--- src/rtl/ov7670_frame_capture_pkg.sv ---
// rtl/ov7670_frame_capture_pkg.sv - shared types for the OV7670 capture path
package CameraCaptureTypes;

  localparam int QUEUE_WORD_W = 17;

  typedef enum logic [1:0] {
    IDLE,
    WAIT_START,
    FRAME,
    DROP
  } capture_state_t;

  typedef struct packed {
    logic        sof;
    logic [15:0] rgb565;
  } queue_word_t;

endpackage

--- src/rtl/ov7670_frame_capture_packer.sv ---
// rtl/ov7670_frame_capture_packer.sv - pairs camera bytes into RGB565 pixels (high byte first)
module rgb565_byte_packer (
  input  logic        clk_i,
  input  logic        rst_ni,
  input  logic        href_i,
  input  logic [7:0]  data_i,
  output logic        pixel_valid_o,
  output logic [15:0] pixel_o
);

  logic       phase_q, phase_d;
  logic [7:0] hi_q, hi_d;

  // Dropping href resets the phase so an odd trailing byte never pairs with the next line.
  always_comb begin
    phase_d = href_i ? ~phase_q : 1'b0;
    hi_d    = (href_i && !phase_q) ? data_i : hi_q;
  end

  always_ff @(posedge clk_i or negedge rst_ni) begin
    if (!rst_ni) begin
      phase_q <= 1'b0;
      hi_q    <= 8'h00;
    end else begin
      phase_q <= phase_d;
      hi_q    <= hi_d;
    end
  end

  assign pixel_valid_o = href_i & phase_q;
  assign pixel_o       = {hi_q, data_i};

endmodule

--- src/rtl/ov7670_frame_capture.sv ---
// rtl/ov7670_frame_capture.sv - OV7670 frame capture into the 17-bit camera FIFO
// Optional line/frame geometry checker: CAPTURE_LINE_CHECK_EN.
module ov7670_frame_capture
  import CameraCaptureTypes::*;
#(
  parameter int FRAME_WIDTH       = 640,
  parameter int FRAME_HEIGHT      = 480,
  parameter bit VSYNC_ACTIVE_HIGH = 1'b1
) (
  input  logic                    clk,
  input  logic                    reset_n,
  input  logic                    enable,
  input  logic                    cam_vsync,
  input  logic                    cam_href,
  input  logic [7:0]              cam_data,
  input  logic                    queue_full,
  output logic [QUEUE_WORD_W-1:0] queue_data,
  output logic                    queue_wr_en,
  output logic                    queue_wr_clk,
  output logic                    frame_done,
  output logic                    overflow,
  output logic                    busy
`ifdef CAPTURE_LINE_CHECK_EN
  , output logic                  line_error
`endif
);

  localparam int COL_W = $clog2(FRAME_WIDTH + 1);
  localparam int ROW_W = $clog2(FRAME_HEIGHT + 1);
  localparam logic [COL_W-1:0] COL_MAX = COL_W'(FRAME_WIDTH);
  localparam logic [ROW_W-1:0] ROW_MAX = ROW_W'(FRAME_HEIGHT);

  capture_state_t state_q, state_d;
  logic vsync_q, href_q, vs_prev_q, href_prev_q;
  logic [7:0] data_q;
  logic [COL_W-1:0] col_q, col_d;
  logic [ROW_W-1:0] row_q, row_d;
  logic sof_pending_q, sof_pending_d;
  logic wr_en_q, wr_en_d, frame_done_q, frame_done_d, overflow_q, overflow_d;
  queue_word_t word_q, word_d;

  logic pix_valid;
  logic [15:0] pixel;

  rgb565_byte_packer u_packer (
    .clk_i        (clk),
    .rst_ni       (reset_n),
    .href_i       (href_q),
    .data_i       (data_q),
    .pixel_valid_o(pix_valid),
    .pixel_o      (pixel)
  );

  logic vs_act, vs_rise, vs_fall, href_fall, capturing, frame_start, line_end;
  logic in_window, do_write, pix_blocked;

  assign vs_act      = ~(vsync_q ^ VSYNC_ACTIVE_HIGH);
  assign vs_rise     = vs_act & ~vs_prev_q;
  assign vs_fall     = ~vs_act & vs_prev_q;
  assign href_fall   = ~href_q & href_prev_q;
  assign capturing   = (state_q == FRAME) || (state_q == DROP);
  assign frame_start = (state_q == WAIT_START) && vs_fall;
  assign line_end    = capturing && href_fall && (col_q != '0);
  assign in_window   = (col_q < COL_MAX) && (row_q < ROW_MAX);
  assign do_write    = (state_q == FRAME) && pix_valid && in_window && !queue_full;
  assign pix_blocked = (state_q == FRAME) && pix_valid && queue_full;

  // Input registers reset to the inactive vsync level so release never fakes an edge.
  always_ff @(posedge clk or negedge reset_n) begin
    if (!reset_n) begin
      vsync_q     <= ~VSYNC_ACTIVE_HIGH;
      href_q      <= 1'b0;
      data_q      <= 8'h00;
      vs_prev_q   <= 1'b0;
      href_prev_q <= 1'b0;
    end else begin
      vsync_q     <= cam_vsync;
      href_q      <= cam_href;
      data_q      <= cam_data;
      vs_prev_q   <= vs_act;
      href_prev_q <= href_q;
    end
  end

  always_ff @(posedge clk or negedge reset_n) begin
    if (!reset_n) state_q <= IDLE;
    else          state_q <= state_d;
  end

  always_comb begin
    state_d = state_q;
    unique case (state_q)
      IDLE:       if (enable && vs_act) state_d = WAIT_START;
      WAIT_START: if (vs_fall) state_d = FRAME;
      FRAME, DROP: begin
        if (vs_rise)          state_d = enable ? WAIT_START : IDLE;
        else if (pix_blocked) state_d = DROP;
      end
      default:    state_d = IDLE;
    endcase
  end

  always_comb begin
    wr_en_d       = do_write;
    word_d        = do_write ? queue_word_t'({sof_pending_q, pixel}) : word_q;
    frame_done_d  = capturing && vs_rise;
    overflow_d    = overflow_q;
    sof_pending_d = sof_pending_q;
    col_d         = col_q;
    row_d         = row_q;
    if (do_write && sof_pending_q) overflow_d = 1'b0;
    else if (pix_blocked)          overflow_d = 1'b1;
    if (frame_start)   sof_pending_d = 1'b1;
    else if (do_write) sof_pending_d = 1'b0;
    if (frame_start) begin
      col_d = '0;
      row_d = '0;
    end else if (line_end) begin
      col_d = '0;
      row_d = (row_q == ROW_MAX) ? row_q : row_q + 1'b1;
    end else if (capturing && pix_valid) begin
      col_d = (col_q == COL_MAX) ? col_q : col_q + 1'b1;
    end
  end

  always_ff @(posedge clk or negedge reset_n) begin
    if (!reset_n) begin
      wr_en_q       <= 1'b0;
      word_q        <= '0;
      frame_done_q  <= 1'b0;
      overflow_q    <= 1'b0;
      sof_pending_q <= 1'b0;
      col_q         <= '0;
      row_q         <= '0;
    end else begin
      wr_en_q       <= wr_en_d;
      word_q        <= word_d;
      frame_done_q  <= frame_done_d;
      overflow_q    <= overflow_d;
      sof_pending_q <= sof_pending_d;
      col_q         <= col_d;
      row_q         <= row_d;
    end
  end

`ifdef CAPTURE_LINE_CHECK_EN
  // Counters saturate, so overrun flags remember that the true count went past the limit.
  logic col_over_q, col_over_d, row_over_q, row_over_d, line_err_q, line_err_d;

  always_comb begin
    col_over_d = col_over_q;
    row_over_d = row_over_q;
    line_err_d = line_err_q;
    if (frame_start) begin
      col_over_d = 1'b0;
      row_over_d = 1'b0;
    end else if (line_end) begin
      col_over_d = 1'b0;
      if (row_q == ROW_MAX) row_over_d = 1'b1;
    end else if (capturing && pix_valid && col_q == COL_MAX) begin
      col_over_d = 1'b1;
    end
    if (do_write && sof_pending_q) line_err_d = 1'b0;
    if (line_end && (col_q != COL_MAX || col_over_q)) line_err_d = 1'b1;
    if (capturing && vs_rise && (row_q != ROW_MAX || row_over_q)) line_err_d = 1'b1;
  end

  always_ff @(posedge clk or negedge reset_n) begin
    if (!reset_n) begin
      col_over_q <= 1'b0;
      row_over_q <= 1'b0;
      line_err_q <= 1'b0;
    end else begin
      col_over_q <= col_over_d;
      row_over_q <= row_over_d;
      line_err_q <= line_err_d;
    end
  end

  assign line_error = line_err_q;
`endif

  assign queue_data   = word_q;
  assign queue_wr_en  = wr_en_q;
  assign queue_wr_clk = clk;
  assign frame_done   = frame_done_q;
  assign overflow     = overflow_q;
  assign busy         = (state_q != IDLE);

endmodule

--- config.mk ---
export PLATFORM = sky130hd
export DESIGN_NAME = ov7670_frame_capture
export DESIGN_NICKNAME = d
export VERILOG_FILES = /design/src/rtl/ov7670_frame_capture_pkg.sv /design/src/rtl/ov7670_frame_capture_packer.sv /design/src/rtl/ov7670_frame_capture.sv
export SDC_FILE = /design/constraint.sdc
export NUM_CORES = 1
export LEC_CHECK = 0
export BUFFER_PORTS_ARGS = -buffer_cell sky130_fd_sc_hd__buf_4
export CORE_MARGIN = 2
export CORE_UTILIZATION = 56
export DETAILED_ROUTE_END_ITERATION = 10
export GPL_ROUTABILITY_DRIVEN = 0
export HOLD_SLACK_MARGIN = 0.12
export PLACE_DENSITY = 0.84
export SLEW_MARGIN = 20
export SYNTH_ARGS = -nofsm -noshare
export SYNTH_HDL_FRONTEND = slang
export SYNTH_SLANG_ARGS = --single-unit
--- constraint.sdc ---
create_clock -name clk -period 2.1 [get_ports clk]
set_input_delay 0 -clock clk [delete_from_list [all_inputs] [get_ports clk]]
set_output_delay 0 -clock clk [all_outputs]
set_load 0.05 [all_outputs]
[Word-level counts from Yosys, hierarchy flattened]
Cells that the tools add are included.
Word-level totals
  bits of input ports: 14
  logic and storage cells: 83
  register bits: 63
  output and inout port bits: 22
Cells by class
  equality and inequality tests: 10
  bitwise gates (word level): 8
  order comparisons: 2
  $add $sub $neg: 2
  reductions and logical operators: 27
  multiplexer cells: 18
Operators with widths (count)
  10-bit 2-to-1 mux: 4
  9-bit 2-to-1 mux: 3
  1-bit logical AND: 13
  10-bit by 1-bit adder with 10-bit output, second input constant: 1
  10-bit == test, second input constant: 1
  10-bit < comparator, second input constant: 1
  10-bit nonzero test: 1
  9-bit by 1-bit adder with 9-bit output, second input constant: 1
  9-bit == test, second input constant: 1
  9-bit < comparator, second input constant: 1
  2-bit 2-to-1 mux: 4
  2-bit nonzero test: 4
  1-bit 2-to-1 mux: 6
  2-bit != test, second input constant: 3
  3-bit != test, second input constant: 2
  2-bit case mux with 3 select lines: 1
  1-bit bitwise AND: 4
  2-bit == test, second input constant: 2
  1-bit NOT: 4
  2-bit AND reduction: 2
  3-bit AND reduction: 1
  3-bit nonzero test: 1
  2-bit by 1-bit == test with 1-bit output, second input constant: 1
  1-bit zero test: 2
  other kinds (3): 3

[Depth between registers and ports, before layout]
Gate-level depths: netlist of the first run.
  word-level depth: 6
  mapped depth: 7
  gate-level depth less buffers: 6

[Hierarchy]
A second synthesis of the first run with hierarchy kept.
Second synthesis, totals
  cells, all modules: 222
  area total of the unflattened synthesis: 2745.1 sq um
Modules (own cells, without submodules)
  ov7670_frame_capture: area an instance 2307.2 sq um, times used 1, seq. area each 1351.3 sq um, cells an instance 194
  rgb565_byte_packer: area an instance 437.9 sq um, times used 1, seq. area each 225.2 sq um, cells an instance 28

==> run_results.csv, run 1 <==
group,metric,value,unit
place,place_worst_setup_slack,0.248,ns
sta,rsz0062_at_grt,"no",
cts,clkLatencyLatePin,0.45,ns
cells_and_area,diodes,0,
route,wl_per_cell,16.1,um
worst_setup_path,critPathSlowestCell,"a31o_1",
worst_setup_path,cp_slowest_stage_delay,0.50,ns
global_route,overflow,0,
cells_and_area,fin_util,72.1,%
worst_setup_path,crit_type,"reg -> reg",
worst_setup_path,end_kind,"register",
global_route,grt_max_degree,64,
cells_and_area,final_nets,283,
synth,synth_area_leader_cell,"dfrtp_1",
sta,slew_headroom,49.7,%
power_and_ir_drop,switching_power,1.72,mW
sta,slew_violations,0,
synth,synth.area.top_cells,"dfrtp_1 (58%), mux2_1 (7.1%), mux2_2 (3.3%)",
global_route,grt_usage,22.9,%
global_route,grt_pass1_vias,1855,
route,drc,0,
sta,max_freq,539,MHz
run_status,status,"finished, final reports clean",
sta,fin_ws,0.244,ns
sta,finClkSkew,0.00587,ns
route,drt_iter0_markers,88,
die,start_util,57.5,%
power_and_ir_drop,p_seq_share,37.8,%
sta,whs,0.157,ns
synth,synth-seq-cells,63,
worst_setup_path,critical_path.top_delay_family,"compound AO/OA/AOI/OAI gates",
worst_setup_path,cp.depth,6,
worst_setup_path,path_buf_inv,1,
cts,cts_tree,"done",
worst_setup_path,crit_required,2.47,ns
cells_and_area,synthToLayoutAreaGrowth,25.3,%
power_and_ir_drop,swShare,39.5,%
sta,post-route-min-period,1.86,ns
die,fp.coreArea,4690,um^2
die,io_pins,36,
route,wl_met2,2.59,mm
route,via_count,1806,
synth,avgSynthCellArea,13.0,um^2
synth,syn_nets,225,
min_path,hold_path_class,"in -> async",
power_and_ir_drop,p_leak,1.60,nW
route,routed-wl-met3,300,um
worst_setup_path,cp.arrival,2.22,ns
worst_setup_path,worstSetupStartpointType,"register",
synth,syn-cell-area,2700,um^2
sta,setup_violations,0,
route,first_pass_iters,4,
die,rows,25,
cells_and_area,drive_above_1_share,28.5,%
power_and_ir_drop,peakVddDrop,0.00108,V
global_route,antenna_found_initial,0,
die,die-area,5390,um^2
cts,clk_pin_slew,0.07,ns
sta,worst_pin_slew,0.755,ns
synth,synth.most_common_cell,"dfrtp_1",
power_and_ir_drop,p_per_area,1290,nW/um^2
synth,synth_edf_count,0,
place,place_hpwl,3.20,mm
route,drt-total-wl,5.21,mm
synth,ys_seq_area_share,58.4,%
worst_setup_path,reg2reg_depth,6,
die,die_h,73.4,um
sta,post-route-period-util,88.4,%
job,drv_cap,0,
synth,synth_ff_type,"dfrtp_1",
sta,hold_viol,0,
global_route,grt_pass1_wl,8.92,mm
place,port_buffers,35,
synth,ys_warn_count,0,
route,ant_nets,0,
power_and_ir_drop,clockPowerShare,29.7,%
route,viasPerCell,5.57,
synth,async_flop_share,100,%
power_and_ir_drop,comb_power_share,32.5,%
worst_setup_path,path_max_fanout,10,
sta,fin_setup_tns,0,ns
route,wl_met1,2.27,mm
synth,netlist_instances,207,
die,die_x,73.4,um
synth,synth_top_area_share,58.4,%
cells_and_area,fill_cells,310,
route,top_layer,"met4",
worst_setup_path,worstPathCellList,"inv_1, ha_1, nor2b_1, a31o_1, nand2_4, a21oi_1",
synth,synth_common_cells,"dfrtp_1 (63), mux2_1 (17), nand2_1 (11), nor2_1 (11), mux2_2 (8)",
power_and_ir_drop,internal_power,2.64,mW
synth,yosys.cell_types.count,48,
==> stage by stage <==
step           power (mW)  std cells  instance area (um^2)
3_5_place_dp         3.16        292                  3010
4_1_cts              4.38        324                  3380
2_1_floorplan        2.71        207                  2700
5_1_grt              4.57        324                  3380
3_3_place_gp         3.12        292                  3010
6_report             4.36        324                  3380
==> metal layers <==
layer  track usage [%]  vias up
li1                  -      858
met1              28.4      897
met2              35.6       44
met3              9.88        7
met4              9.09        0
met5                 0        -
==> power by group through the flow <==
stage               combinational [mW]  sequential, mW  clock [mW]
floorplan                        0.436            2.17       0.103
global placement                  1.36            1.65       0.103
detailed placement                1.39            1.66       0.103
CTS                               1.42            1.64        1.31
global route                      1.51            1.68        1.38
finish                            1.42            1.65        1.29
==> cell families (layout without fill, tap and decap cells) <==
| family | count (synthesis) | in the layout | share of synthesized area [%] |
|---|---|---|---|
| and+or+nand+nor | 64 | 64 | 15.5 |
| buffers and inverters | 14 | 77 | 2.87 |
| xor gates and xnor gates | 8 | 8 | 2.60 |
| adders and majority gates | 4 | 4 | 1.85 |
| muxes | 30 | 30 | 12.3 |
| DFF | 63 | 63 | 58.4 |
| AOI/OAI and AO/OA | 24 | 24 | 6.44 |
==> timing repair <==
action                     4_1_cts  5_1_grt
setup endpoints to repair        0        0
gates resized for setup          0        0
hold endpoints to repair        76        0
hold buffers                    13        0
setup buffers                    0        0
==> final cells by class <==
type	instances	area, um^2	area share [%]
timing repair buffer	50	420	12.4
sequential	63	1580	46.6
clock inverter	7	73.8	2.18
inverter	7	26.3	0.777
tap	54	67.6	2.00
multi-input combinational	130	1040	30.9
clock buffer	13	173	5.11
==> cells in the final DEF, fill, tap and decap left out, types with 2 or more instances in the layout <==
cell and n:
dfrtp_1 63, buf_4 37, mux2_1 17, dlygate4sd3_1 13, clkbuf_8 12, nor2_1 11
nand2_1 11, mux2_2 8, inv_1 7, nand3_1 7, nand4_1 7, and3_1 5
mux2i_1 5, a21oi_1 5, xnor2_1 4, xor2_1 4, ha_1 4, o21ai_0 3
nor2b_1 3, o21ai_1 3, clkinv_4 3, nand3b_1 2, nor4_4 2, o211ai_1 2
nor4_1 2, o32ai_1 2, clkinv_2 2
==> flip-flops by register name, summed over array words and instances (netlist names), 2 cells and up <==
name,count
col_q,10
data_q,8
queue_data,17
row_q,9
state_q,2
u_packer.hi_q,8
==> final timing paths <==
path / slack (ns) / to / from
max reg2reg: 0.24 / col_q[2] / col_q[0]
min reg2reg: 0.48 / overflow / sof_pending_q
max in group asynchronous: 1.44 / queue_data[13] / reset_n
min in group clk: 0.20 / vs_act / cam_vsync
min: 0.16 / row_q[5] / reset_n
max: 0.24 / col_q[2] / col_q[0]
Power figures use the tool's default switching activity.
==> run 2: changes to the inputs <==
--- a/config.mk
+++ b/config.mk
@@ -8,6 +8,7 @@
 export BUFFER_PORTS_ARGS = -buffer_cell sky130_fd_sc_hd__buf_4
 export CORE_MARGIN = 2
 export CORE_UTILIZATION = 56
+export CTS_BUF_LIST = sky130_fd_sc_hd__clkbuf_16
 export DETAILED_ROUTE_END_ITERATION = 10
 export GPL_ROUTABILITY_DRIVEN = 0
 export HOLD_SLACK_MARGIN = 0.12
==> run 2 against run 1 <==
  * Setup slack improved by 0.00096 ns
  * Via count increased by 0.66%
  * Critical path type unchanged
  * Largest power group is now clock
  * Highest routed layer unchanged
  * Wire length increased by 7.0%
==> run_results.csv, run 2 (synthesis gave the netlist of run 1 again) <==
group,metric,value,unit
run_status,status,"finished, final reports clean",
cells_and_area,largest_register_ff_count,17,
sta,finClkSkew,0.00501,ns
route,drt_iter0_markers,119,
power_and_ir_drop,p_leak,1.66,nW
route,via_count,1818,
cells_and_area,synthToLayoutAreaGrowth,30.3,%
cells_and_area,final_nets,283,
worst_setup_path,path_max_fanout,10,
sta,slew_violations,0,
cells_and_area,multi_input_area,1040,um^2
die,io_pins,36,
worst_setup_path,crit_type,"reg -> reg",
cts,clkLatencyLatePin,0.44,ns
cts,postCtsSetupBuffers,0,
cells_and_area,diodes,0,
die,die_h,73.4,um
global_route,overflow,0,
sta,worst_pin_slew,0.759,ns
sta,fin_setup_tns,0,ns
cells_and_area,drive_above_1_share,28.5,%
cells_and_area,layout_common_cells,"dfrtp_1 (63), buf_4 (37), mux2_1 (17), dlygate4sd3_1 (13), clkbuf_16 (12)",
route,drt-total-wl,5.57,mm
route,first_pass_iters,4,
cells_and_area,ff_latch_area,1580,um^2
place,place_hpwl,3.20,mm
global_route,grt_pass1_wl,9.40,mm
place,placed_cell_area,3010,um^2
cells_and_area,final_common_cell,"dfrtp_1",
die,fp.coreArea,4690,um^2
die,die_x,73.4,um
sta,post-route-period-util,88.3,%
worst_setup_path,end_kind,"register",
die,rows,25,
cells_and_area,fill_cells,289,
route,viasPerCell,5.61,
worst_setup_path,cp.arrival,2.22,ns
cells_and_area,fin_area,3520,um^2
power_and_ir_drop,p_per_area,1400,nW/um^2
cts,cts_tree,"done",
sta,hold_viol,0,
cts,clk_pin_slew,0.05,ns
sta,slew_headroom,49.4,%
global_route,grt_max_degree,64,
die,start_util,57.5,%
worst_setup_path,worstSetupStartpointType,"register",
min_path,hold_path_class,"in -> async",
sta,max_freq,539,MHz
global_route,grt_pass1_vias,1922,
die,die-area,5390,um^2
sta,fin_ws,0.245,ns
cells_and_area,fin_util,75.0,%
power_and_ir_drop,peakVddDrop,0.00118,V
global_route,antenna_found_initial,0,
sta,setup_violations,0,
route,wl_per_cell,17.2,um
place,place_worst_setup_slack,0.248,ns
global_route,grt_usage,24.1,%
route,ant_nets,0,
worst_setup_path,crit_required,2.46,ns
job,drv_cap,0,
route,drc,0,
sta,post-route-min-period,1.85,ns
place,port_buffers,35,
sta,rsz0062_at_grt,"no",
run 2: routing by layer:
layer	GRT usage (%)	wire (um)	vias to the layer above
li1	-	-	856
met1	30.6	2440	907
met2	36.6	2760	41
met3	7.54	259	14
met4	13.7	112	0
met5	0	0	-
run 2: critical path, cell delays in order, from the launching register on:
cell	delay, ns
dfrtp_1	0.43
inv_1	0.08
ha_1	0.13
nor2b_1	0.30
a31o_1	0.49
nand2_4	0.16
a21oi_1	0.17
run 2: area by class of cell:
type                    instances  area share, %
well taps                      54           1.92
clock inverters                 7           2.10
repair buffers                 50           12.0
inverters                       7          0.747
clock buffers                  13           8.75
multi-input cells             130           29.7
flip-flops and latches         63           44.8
run 2: what timing repair did:
item	in CTS	in global routing
endpoints found under the setup margin	0	0
gates resized for setup	0	0
hold endpoints to repair	76	0
hold buffers	13	0
run 2: power breakdown:
group          internal [mW]  switching (mW)
Sequential              1.46           0.192
Combinational          0.480           0.945
Clock                   1.19           0.662
Total                   3.13            1.80
run 2: path summary, 6_finish.rpt:
kind,start,endpoint,slack (ns),depth (start not counted)
hold reg to reg,queue_data[9],queue_data[9],0.49,1
max in group asynchronous,reset_n,queue_data[10],1.42,2
hold / removal,reset_n,row_q[5],0.18,2
setup / recovery,col_q[0],col_q[2],0.25,6
setup reg to reg,col_q[0],col_q[2],0.25,6
min in group clk,cam_vsync,vs_act,0.20,2
run 2: stage by stage:
| step | hold WS [ns] | cells | total power, mW |
|---|---|---|---|
| after floorplan | -0.296 | 207 | 2.71 |
| after global placement | 0.110 | 292 | 3.12 |
| after detailed placement | 0.110 | 292 | 3.16 |
| after CTS | 0.197 | 324 | 4.94 |
| after global routing | 0.206 | 324 | 5.13 |
| final | 0.176 | 324 | 4.93 |
==> run 3: changes to the inputs <==
--- a/config.mk
+++ b/config.mk
@@ -7,12 +7,12 @@
 export LEC_CHECK = 0
 export BUFFER_PORTS_ARGS = -buffer_cell sky130_fd_sc_hd__buf_4
 export CORE_MARGIN = 2
-export CORE_UTILIZATION = 56
+export CORE_UTILIZATION = 40
 export CTS_BUF_LIST = sky130_fd_sc_hd__clkbuf_16
 export DETAILED_ROUTE_END_ITERATION = 10
 export GPL_ROUTABILITY_DRIVEN = 0
 export HOLD_SLACK_MARGIN = 0.12
-export PLACE_DENSITY = 0.84
+export PLACE_DENSITY = 0.65
 export SLEW_MARGIN = 20
 export SYNTH_ARGS = -nofsm -noshare
 export SYNTH_HDL_FRONTEND = slang
==> run 3 against run 2 <==
  * Sequential power hardly changed
  * Sequential share of layout area is 0.22 points lower
  * Design area is 0.50% higher
  * Combinational power hardly changed
  * Largest cell class unchanged
  * Register-to-register slack better by 0.03 ns
  * Highest routed layer unchanged
  * Final cell count is 6.8% higher
  * Non-clock buffer count stayed put
  * Total power is 2.1% lower
  * Die area is 38% higher
  * Hold slack better by 0.0043 ns
==> run_results.csv, run 3 (synthesis gave the netlist of run 1 again) <==
group,metric,value,unit
worst_setup_path,crit_required,2.45,ns
cells_and_area,final_common_cell,"dfrtp_1",
die,fp.coreArea,6420,um^2
die,die-area,7420,um^2
die,die_h,86.1,um
power_and_ir_drop,p_total,4.83,mW
worst_setup_path,reg2reg_depth,6,
sta,max_freq,549,MHz
worst_setup_path,cp.arrival,2.17,ns
cells_and_area,diodes,0,
sta,fin_setup_tns,0,ns
route,drc,0,
sta,setup_violations,0,
cells_and_area,fin_util,55.0,%
die,die_x,86.1,um
sta,rsz0062_at_grt,"no",
sta,worst_pin_slew,0.769,ns
route,via_count,1785,
power_and_ir_drop,p_per_area,1370,nW/um^2
cts,clk_pin_slew,0.05,ns
cells_and_area,largest_register_ff_count,17,
die,rows,29,
cells_and_area,fill_cells,512,
global_route,antenna_found_initial,0,
power_and_ir_drop,p_leak,1.65,nW
sta,finClkSkew,0.00622,ns
cells_and_area,drive_above_1_share,28.3,%
global_route,grt_max_degree,64,
place,port_buffers,35,
cells_and_area,layout_common_cells,"dfrtp_1 (63), buf_4 (37), mux2_1 (17), dlygate4sd3_1 (13), clkbuf_16 (12)",
route,wl_per_cell,14.6,um
route,viasPerCell,5.16,
global_route,grt_pass1_vias,1893,
worst_setup_path,worstSetupStartpointType,"register",
route,drt-total-wl,5.04,mm
worst_setup_path,crit_type,"reg -> reg",
sta,slew_violations,0,
power_and_ir_drop,peakVddDrop,0.000932,V
place,placedCellCount,315,
die,start_util,42.0,%
die,io_pins,36,
route,first_pass_iters,4,
cts,cts_tree,"done",
sta,slew_headroom,48.7,%
global_route,grt_usage,15.6,%
cells_and_area,final_nets,283,
sta,post-route-period-util,86.8,%
sta,hold_viol,0,
worst_setup_path,path_max_fanout,10,
cells_and_area,synthToLayoutAreaGrowth,31.0,%
global_route,grt_pass1_wl,8.83,mm
worst_setup_path,end_kind,"register",
sta,post-route-min-period,1.82,ns
cts,postCtsSetupBuffers,0,
worst_setup_path,ff2ff_setup_slack,0.28,ns
route,drt_iter0_markers,87,
route,ant_nets,0,
run_status,status,"finished, final reports clean",
global_route,overflow,0,
min_path,hold_path_class,"in -> async",
cells_and_area,fin_cells,346,
place,place_hpwl,3.27,mm
cts,clkLatencyLatePin,0.43,ns
job,drv_cap,0,
## run 3: final timing paths
check / from / to
setup / recovery: col_q[0] / col_q[2]
max in group asynchronous: reset_n / state_q[1]
min in group clk: cam_data[6] / data_q[6]
hold reg to reg: href_q / href_prev_q
hold / removal: reset_n / row_q[3]
setup reg to reg: col_q[0] / col_q[2]
## run 3: timing repair
| item | 4_1_cts | 5_1_grt |
|---|---|---|
| hold buffers | 13 | 0 |
| setup endpoints to repair | 0 | 0 |
| gates resized for setup | 0 | 0 |
| hold endpoints to repair | 75 | 0 |
## run 3: layout make-up
cell class / count / area, um^2 / share of cell area [%]
Tap cell: 77 / 96.3 / 2.73
Sequential cell: 63 / 1580 / 44.6
Inverter: 7 / 26.3 / 0.743
Clock inverter: 6 / 62.6 / 1.77
Clock buffer: 13 / 308 / 8.71
Timing Repair Buffer: 50 / 420 / 11.9
Multi-Input combinational cell: 130 / 1040 / 29.6
## run 3: metal layers
metal  GRT usage, %  vias up  routed length [um]
met1           18.6      875                2270
met5              0        -                   0
met4           9.24        0                  85
met3           5.29        9                 279
met2           24.5       40                2410
li1               -      861                   -
## run 3: report_power, final
part / internal, mW / total [mW] / leakage [nW] / switching, mW
sequential: 1.47 / 1.64 / 0.803 / 0.177
clock: 1.17 / 1.78 / 0.175 / 0.611
combinational: 0.479 / 1.40 / 0.674 / 0.924
total: 3.12 / 4.83 / 1.65 / 1.71
## run 3: critical path, cell delays in order (launching register included)
cell and delay (ns):
dfrtp_1 0.42, inv_1 0.08, ha_1 0.13, nor2b_1 0.31, a31o_1 0.47, nand2_4 0.16
a21oi_1 0.17
## run 3: stage by stage
step | area, um^2 | hold WS (ns) | setup WS [ns]
global route | 3530 | 0.218 | 0.118
detailed placement | 3040 | 0.110 | 0.266
floorplan | 2700 | -0.296 | 0.451
global placement | 3040 | 0.109 | 0.312
finish | 3530 | 0.180 | 0.277
CTS | 3530 | 0.201 | 0.235
